$ cat src/rtl/pad_io_pkg.sv
// -----------------------------------------------------------------------------
// pad_io_pkg
// Shared helpers for the pad-side I/O bridge.
//   clog2      : ceiling log2, used for FIFO address/pointer widths
//   beats      : number of pad beats per core word (width / pads)
//   cnt_width  : counter width for a beat counter (at least 1 bit)
//   cfg_ok     : parameter sanity check (divisibility, power-of-2 FIFO depth)
//   des_state_e: deserialiser FSM states
// -----------------------------------------------------------------------------
package pad_io_pkg;

    typedef enum logic {
        DES_IDLE = 1'b0,   // waiting for a captured sof
        DES_FILL = 1'b1    // slot 0 written, filling the remaining slots
    } des_state_e;

    function automatic int clog2(input int value);
        int result;
        result = 0;
        for (int i = 0; i < 31; i++) begin
            if ((1 << result) < value) begin
                result = result + 1;
            end
        end
        return result;
    endfunction

    function automatic int beats(input int width, input int pads);
        return width / pads;
    endfunction

    function automatic int cnt_width(input int n);
        return (n <= 1) ? 1 : clog2(n);
    endfunction

    function automatic bit cfg_ok(input int in_w, input int in_pads,
                                  input int out_w, input int out_pads,
                                  input int depth);
        return (in_pads > 0) && (out_pads > 0) &&
               (in_w >= in_pads) && (out_w >= out_pads) &&
               ((in_w % in_pads) == 0) && ((out_w % out_pads) == 0) &&
               (depth >= 2) && ((depth & (depth - 1)) == 0);
    endfunction

endpackage

$ cat src/rtl/pad_io_fifo.sv
// -----------------------------------------------------------------------------
// pad_io_fifo
// Synchronous FIFO with combinational read of the head entry.
//   clk, rst : clock, synchronous active-high reset (empties the FIFO)
//   push     : write wdata; accepted when not full, or when full with a pop
//   wdata    : data to write
//   pop      : remove the head entry; ignored when empty
//   rdata    : head entry (meaningful only while !empty)
//   full     : DEPTH entries stored
//   empty    : no entries stored
// Pointers carry one extra wrap bit so full and empty are distinguishable.
// -----------------------------------------------------------------------------
module pad_io_fifo
    import pad_io_pkg::*;
#(
    parameter int WIDTH = 8,
    parameter int DEPTH = 4
) (
    input  logic             clk,
    input  logic             rst,
    input  logic             push,
    input  logic [WIDTH-1:0] wdata,
    input  logic             pop,
    output logic [WIDTH-1:0] rdata,
    output logic             full,
    output logic             empty
);

    localparam int AW = clog2(DEPTH);
    localparam int PW = AW + 1;

    logic [WIDTH-1:0] mem [DEPTH];
    logic [PW-1:0]    wr_ptr;
    logic [PW-1:0]    rd_ptr;
    logic             wr_en;
    logic             rd_en;

    assign empty = (wr_ptr == rd_ptr);
    assign full  = (wr_ptr[AW] != rd_ptr[AW]) && (wr_ptr[AW-1:0] == rd_ptr[AW-1:0]);
    assign rd_en = pop && !empty;
    // A pop in the same cycle frees a slot, so a push into a full FIFO still lands.
    assign wr_en = push && (!full || rd_en);
    assign rdata = mem[rd_ptr[AW-1:0]];

    // NOTE: sequential state is assigned with <= so every flop samples the
    // pre-edge value of every other flop, independent of block ordering.
    always_ff @(posedge clk) begin
        if (rst) begin
            wr_ptr <= '0;
            rd_ptr <= '0;
        end else begin
            if (wr_en) wr_ptr <= wr_ptr + PW'(1);
            if (rd_en) rd_ptr <= rd_ptr + PW'(1);
        end
    end

    // NOTE: the storage array has no reset; the pointers alone define which
    // entries are valid, so clearing the data would only cost flops.
    always_ff @(posedge clk) begin
        if (wr_en) mem[wr_ptr[AW-1:0]] <= wdata;
    end

endmodule

$ cat src/rtl/pad_io_serdes.sv
// -----------------------------------------------------------------------------
// pad_io_serdes
// Pad-side bridge between the chip pads and the Viterbi decoder core.
// Input path : pads are registered once, then deserialised IN_BEATS beats per
//              core symbol (LSB slice first, framed by pad_in_sof).
// Output path: decoded words are queued in a FIFO and serialised OUT_BEATS
//              beats per word onto the output pads (LSB slice first).
// Ports
//   clk, rst       : single clock, synchronous active-high reset
//   pad_in_data    : input pad beat          pad_in_sof    : beat 0 marker
//   core_in_data   : assembled symbol        core_in_valid : 1-cycle pulse
//   core_out_data  : decoded word            core_out_valid: FIFO push strobe
//   pad_out_data   : output pad beat         pad_out_valid : beat valid
//   pad_out_sof    : beat 0 of a word
//   overflow       : sticky, a word was dropped because the FIFO was full
//   err_frame      : sticky, sof arrived inside a partial input frame
// -----------------------------------------------------------------------------
module pad_io_serdes
    import pad_io_pkg::*;
#(
    parameter int IN_W       = 16,
    parameter int IN_PADS    = 8,
    parameter int OUT_W      = 8,
    parameter int OUT_PADS   = 4,
    parameter int FIFO_DEPTH = 4
) (
    input  logic                clk,
    input  logic                rst,
    input  logic [IN_PADS-1:0]  pad_in_data,
    input  logic                pad_in_sof,
    output logic [IN_W-1:0]     core_in_data,
    output logic                core_in_valid,
    input  logic [OUT_W-1:0]    core_out_data,
    input  logic                core_out_valid,
    output logic [OUT_PADS-1:0] pad_out_data,
    output logic                pad_out_valid,
    output logic                pad_out_sof,
    output logic                overflow,
    output logic                err_frame
);

    localparam int IN_BEATS  = beats(IN_W, IN_PADS);
    localparam int OUT_BEATS = beats(OUT_W, OUT_PADS);
    localparam int IN_CW     = cnt_width(IN_BEATS);
    localparam int OUT_CW    = cnt_width(OUT_BEATS);
    localparam logic [IN_CW-1:0]  IN_LAST  = IN_CW'(IN_BEATS - 1);
    localparam logic [OUT_CW-1:0] OUT_LAST = OUT_CW'(OUT_BEATS - 1);

    if (!cfg_ok(IN_W, IN_PADS, OUT_W, OUT_PADS, FIFO_DEPTH)) begin : g_cfg_error
        $error("pad_io_serdes: widths must be multiples of pad counts and FIFO_DEPTH a power of 2 >= 2");
    end

    // ------------------------------------------------------------------------
    // Input capture stage
    // ------------------------------------------------------------------------
    logic [IN_PADS-1:0] cap_data;
    logic               cap_sof;

    always_ff @(posedge clk) begin
        if (rst) begin
            cap_data <= '0;
            cap_sof  <= 1'b0;
        end else begin
            cap_data <= pad_in_data;
            cap_sof  <= pad_in_sof;
        end
    end

    // ------------------------------------------------------------------------
    // Deserialiser FSM: state register / next-state / output decode
    // ------------------------------------------------------------------------
    des_state_e       state_q;
    des_state_e       state_d;
    logic [IN_CW-1:0] cnt_q;
    logic [IN_CW-1:0] cnt_d;
    logic [IN_W-1:0]  asm_q;
    logic [IN_W-1:0]  asm_d;
    logic             take_beat;
    logic [IN_CW-1:0] slot;
    logic             word_done;
    logic             frame_err;

    always_ff @(posedge clk) begin
        if (rst) begin
            state_q       <= DES_IDLE;
            cnt_q         <= '0;
            asm_q         <= '0;
            core_in_data  <= '0;
            core_in_valid <= 1'b0;
            err_frame     <= 1'b0;
        end else begin
            state_q       <= state_d;
            cnt_q         <= cnt_d;
            asm_q         <= asm_d;
            core_in_valid <= word_done;
            if (word_done) core_in_data <= asm_d;
            if (frame_err) err_frame <= 1'b1;
        end
    end

    // NOTE: every variable driven here gets a default before the case, so no
    // path leaves it unassigned and no latch is inferred.
    always_comb begin
        state_d = state_q;
        cnt_d   = cnt_q;
        case (state_q)
            DES_IDLE: begin
                if (cap_sof && (IN_BEATS > 1)) begin
                    state_d = DES_FILL;
                    cnt_d   = IN_CW'(1);
                end
            end
            DES_FILL: begin
                if (cap_sof) begin
                    // Restart: the sof beat becomes slot 0 of a new word.
                    cnt_d = IN_CW'(1);
                end else if (cnt_q == IN_LAST) begin
                    state_d = DES_IDLE;
                    cnt_d   = '0;
                end else begin
                    cnt_d = cnt_q + IN_CW'(1);
                end
            end
            default: begin
                state_d = DES_IDLE;
                cnt_d   = '0;
            end
        endcase
    end

    always_comb begin
        take_beat = 1'b0;
        slot      = '0;
        word_done = 1'b0;
        frame_err = 1'b0;
        case (state_q)
            DES_IDLE: begin
                // Non-sof beats outside a frame are ignored.
                if (cap_sof) begin
                    take_beat = 1'b1;
                    word_done = (IN_BEATS == 1);
                end
            end
            DES_FILL: begin
                take_beat = 1'b1;
                if (cap_sof) begin
                    frame_err = 1'b1;
                end else begin
                    slot      = cnt_q;
                    word_done = (cnt_q == IN_LAST);
                end
            end
            default: ;
        endcase
    end

    // The word completes in the same edge that stores its last slice, which
    // keeps pad-to-core latency at two cycles.
    always_comb begin
        asm_d = asm_q;
        if (take_beat) asm_d[int'(slot) * IN_PADS +: IN_PADS] = cap_data;
    end

    // ------------------------------------------------------------------------
    // Output FIFO
    // ------------------------------------------------------------------------
    logic [OUT_W-1:0] fifo_rdata;
    logic             fifo_full;
    logic             fifo_empty;
    logic             ser_pop;

    pad_io_fifo #(
        .WIDTH (OUT_W),
        .DEPTH (FIFO_DEPTH)
    ) u_fifo (
        .clk   (clk),
        .rst   (rst),
        .push  (core_out_valid),
        .wdata (core_out_data),
        .pop   (ser_pop),
        .rdata (fifo_rdata),
        .full  (fifo_full),
        .empty (fifo_empty)
    );

    always_ff @(posedge clk) begin
        if (rst) begin
            overflow <= 1'b0;
        end else if (core_out_valid && fifo_full && !ser_pop) begin
            overflow <= 1'b1;
        end
    end

    // ------------------------------------------------------------------------
    // Serialiser
    // ------------------------------------------------------------------------
    logic [OUT_CW-1:0] beat_q;
    logic [OUT_CW-1:0] beat_nxt;
    logic [OUT_W-1:0]  word_q;

    // Popping on the last beat as well as when idle lets words run back to back.
    assign ser_pop  = (!pad_out_valid || (beat_q == OUT_LAST)) && !fifo_empty;
    assign beat_nxt = beat_q + OUT_CW'(1);

    always_ff @(posedge clk) begin
        if (rst) begin
            beat_q        <= '0;
            word_q        <= '0;
            pad_out_data  <= '0;
            pad_out_valid <= 1'b0;
            pad_out_sof   <= 1'b0;
        end else if (ser_pop) begin
            beat_q        <= '0;
            word_q        <= fifo_rdata;
            pad_out_data  <= fifo_rdata[OUT_PADS-1:0];
            pad_out_valid <= 1'b1;
            pad_out_sof   <= 1'b1;
        end else if (pad_out_valid && (beat_q != OUT_LAST)) begin
            beat_q        <= beat_nxt;
            pad_out_data  <= word_q[int'(beat_nxt) * OUT_PADS +: OUT_PADS];
            pad_out_sof   <= 1'b0;
        end else begin
            beat_q        <= '0;
            pad_out_data  <= '0;
            pad_out_valid <= 1'b0;
            pad_out_sof   <= 1'b0;
        end
    end

endmodule
$ cat config.mk
export PLATFORM = sky130hd
export DESIGN_NAME = pad_io_serdes
export DESIGN_NICKNAME = d
export VERILOG_FILES = /design/src/rtl/pad_io_pkg.sv /design/src/rtl/pad_io_fifo.sv /design/src/rtl/pad_io_serdes.sv
export SDC_FILE = /design/constraint.sdc
export NUM_CORES = 1
export LEC_CHECK = 0
export BUFFER_PORTS_ARGS = -buffer_cell sky130_fd_sc_hd__buf_4
export CAP_MARGIN = 20
export CORE_UTILIZATION = 50
export DETAILED_ROUTE_END_ITERATION = 10
export HOLD_SLACK_MARGIN = 0.02
export PLACE_DENSITY = 0.74
export SKIP_CTS_REPAIR_TIMING = 1
export SLEW_MARGIN = 20
export SYNTH_ARGS = -nofsm -noshare
export SYNTH_HDL_FRONTEND = slang
export SYNTH_SLANG_ARGS = --single-unit
$ cat constraint.sdc
create_clock -name clk -period 1.6 [get_ports clk]
set_clock_uncertainty 0.2 [all_clocks]
set_input_delay 0.24 -clock clk [delete_from_list [all_inputs] [get_ports clk]]
set_output_delay 0.24 -clock clk [all_outputs]
set_load 0.02 [all_outputs]
==> impl_metrics.json <==
{
  "period_needed_ns": 1.59,
  "clock_tree.root_cell": "clkbuf_8",
  "grt_start_max_net_pins": 42,
  "cts_max_path_buffers": 2,
  "die_h_um": 82.3,
  "intPower_mw": 3.92,
  "timing.critical_path.from": "u_fifo.wr_ptr[1]$_SDFFE_PP0P_",
  "share_seq_of_total_power_pct": 50.2,
  "comb_power_share_pct": 21.8,
  "io-pin-count": 45,
  "global_route.usage.total_pct": 17.9,
  "final.period_utilization_pct": 99.2,
  "outcome": "finished, violations left",
  "hpwlAfterDp_um": 3720,
  "criticalPathCategory": "reg2reg",
  "grt_pass1_wl_um": 8640,
  "failed_checks": "hold timing",
  "place.gp.congestion": 0.701,
  "post_synth.cell_area_avg_um2": 12.4,
  "cp_slowest_cell": "dfxtp_1",
  "grt_setup_unrepaired": "true",
  "wl_per_cell_um": 13.4,
  "area_growth_pct": 29.3,
  "drv_cap": 0,
  "number_of_rows_in_the_core_area": 28,
  "path_buf_inv": 2,
  "syn-instance-count": 260,
  "yosysWarningCount": 0,
  "synth.distinct_cells": 27,
  "p_clk_share_pct": 28.0,
  "rr_startpoint": "u_fifo.wr_ptr[1]$_SDFFE_PP0P_",
  "syn_area_mm2": 0.00322,
  "worst_hold_slack_ns": -0.0278,
  "antenna-diode-count": 0,
  "die_area_mm2": 0.00677,
  "power_total_mw": 5.36,
  "report.final.hold_viol_count": 1,
  "switchingPower_mw": 1.45,
  "number_of_buffer_cells_added_on_primary_ports": 44,
  "min-delay-start": "core_out_valid",
  "cp.required_ns": 1.47,
  "placement.cell_area_mm2": 0.00373,
  "cts_tree": "done",
  "postSynthRegisterBits": 89,
  "cp_data_arrival_time_ns": 1.46,
  "initial_antenna_violation_count": 0,
  "max_stage_delay_ns": 0.36,
  "worstSetupEndpointType": "flip-flop",
  "final-max-slew-violation-count": 0,
  "clock_tree.htree_level_count": 3,
  "drive_above_1_share_pct": 29.7,
  "total_leakage_power_nw": 1.60,
  "place_ws_ns": -0.0508,
  "worstHoldPathType": "in2reg",
  "count_of_tritonroute_iterations_in_the_first_routing_pass": 4,
  "start_util_pct": 53.2,
  "slew-limit-headroom_pct": 73.5,
  "fp.dieW_um": 82.3,
  "finish.instance_area_mm2": 0.00417,
  "series_of_cell_instances_along_the_critical_path": "xnor2_2 -> buf_4 -> a41oi_2 -> buf_6",
  "clkSinkCount": 89,
  "powerDensity_mw_per_mm2": 1290,
  "gr-total-overflow": 0,
  "power_switching_share_pct": 27.0,
  "core-area_mm2": 0.00606,
  "setup_total_negative_slack_ns": 0,
  "max_clock_freq_ghz": 0.630,
  "critical_path.top_delay_family": "flip-flops",
  "detailroute.via_count": 2029,
  "post-route-drc-count": 0,
  "setup_violations": 0,
  "worst_margin_pin_slew_ns": 0.397,
  "worst_setup_hold_path_clk_slew_ns": 0.09,
  "mappedNetlistNets": 285,
  "number_of_cts_inserted_buffers": 9,
  "setup_slack_ns": 0.0125,
  "route.final.wire_length_um": 5520,
  "grt_pass1_vias": 1850,
  "vias_per_cell": 4.92,
  "antenna_violating_nets_post_route": 0,
  "design.final.nets": 357,
  "ys_seq_area_share_pct": 65.2,
  "worst_ir_drop_vdd_mv": 0.872,
  "drt-initial-drc-count": 79,
  "clkLatencyLatePin_ns": 0.36,
  "path_max_fanout": 8,
  "setup.worst_path.start_class": "flip-flop"
}
## power groups by stage
stage	clock [mW]	sequential [mW]	combinational (mW)
after global routing	1.63	2.72	1.28
after floorplan	0	2.76	0.659
after detailed placement	0	2.74	1.07
final	1.50	2.69	1.17
after CTS	1.53	2.68	1.07
after global placement	0	2.73	1.06
## sequential cells by signal, summed over array words and instances (netlist names), 3 cells and up, named ones only
name,flops
asm_q,8
u_fifo.mem,32
cap_data,8
pad_out_data,4
u_fifo.wr_ptr,3
core_in_data,16
word_q,4
u_fifo.rd_ptr,3
## cells in the final DEF, fill, tap and decap left out, types with 2 or more instances in the layout
master and count:
nor2_1 22, dfxtp_1 52, xnor2_1 4, dfxtp_4 2, nand3b_1 9, clkbuf_8 9
ha_1 5, a41oi_1 2, edfxtp_1 32, nand2_1 34, a21oi_1 20, and2_4 3
or2_2 2, inv_1 4, nand2b_1 5, nor2b_1 10, clkinvlp_4 2, buf_4 58
dfxtp_2 3, dlygate4sd3_1 17, mux2i_1 10, o21ai_1 5, buf_12 2, mux4_2 8
o21ai_0 3
## through the flow
step	utilization, %	std cells
global route	68.8	412
floorplan	-	260
CTS	64.8	393
global placement	61.6	377
detailed placement	61.6	377
finish	68.8	412
## area by class of cell
| cell class | instances | area, um^2 |
|---|---|---|
| flip-flops and latches | 89 | 2110 |
| fillers | 445 | 1890 |
| inverters | 4 | 15.0 |
| multi-input cells | 150 | 1100 |
| well taps | 75 | 93.8 |
| clock inverters | 6 | 66.3 |
| repair buffers | 78 | 657 |
| clock buffers | 10 | 128 |
## logic make-up after synthesis
group / count (synthesis) / share of synthesized area (%)
buffers and inverters: 21 / 2.75
adder cells (fa/ha/maj): 5 / 1.94
flip-flops: 89 / 65.2
AO/OA/AOI/OAI: 34 / 6.36
XOR/XNOR: 7 / 2.37
AND/OR/NAND/NOR: 86 / 12.7
multiplexers: 18 / 8.69
## final timing paths
| check | slack [ns] | to | depth (start not counted) |
|---|---|---|---|
| setup / recovery | 0.01 | u_fifo.mem[3][1]$_DFFE_PP_ | 4 |
| hold / removal | -0.03 | overflow$_SDFFE_PP0P_ | 3 |
| setup reg to reg | 0.01 | u_fifo.mem[3][1]$_DFFE_PP_ | 4 |
| hold reg to reg | 0.26 | core_in_data[5]$_SDFFE_PP0P_ | 2 |
## per-layer routing
| layer | routed length, um | global-route usage [%] | up-vias |
|---|---|---|---|
| met5 | 0 | 0 | - |
| met4 | 97 | 8.95 | 0 |
| met3 | 255 | 5.27 | 12 |
| met2 | 2550 | 26.8 | 48 |
| met1 | 2620 | 23.6 | 935 |
| li1 | - | - | 1034 |
## worst reg2reg max path, delay by kind of cell, from the launching register on
kind	cells	cell delay, ns
DFF	1	0.36
buffers and inverters	2	0.36
AOI/OAI and AO/OA	1	0.20
xor gates and xnor gates	1	0.19
## cells in the mapped netlist
cell / count / share of area [%]
dfxtp_1: 57 / 35
nand2_1: 34 / 4.0
edfxtp_1: 32 / 30
nor2_1: 22 / 2.6
a21oi_1: 20 / 3.1
nor2b_1: 11 / 2.1
clkbuf_1: 10 / 1.2
mux2i_1: 10 / 3.1
nand3b_1: 9 / 2.1
mux4_2: 8 / 5.6
buf_2: 5 / 0.78
ha_1: 5 / 1.9
nand2b_1: 5 / 0.97
o21ai_1: 5 / 0.78
inv_1: 4 / 0.47
xnor2_1: 4 / 1.1
a41oi_1: 3 / 0.82
and2_1: 3 / 0.58
o21ai_0: 3 / 0.47
or2_2: 2 / 0.39
xnor2_2: 2 / 1.0
a21bo_1: 1 / 0.31
a31oi_2: 1 / 0.39
a41oi_2: 1 / 0.50
buf_1: 1 / 0.12
buf_4: 1 / 0.23
xor2_1: 1 / 0.27
(Power assumes the default switching activity.)
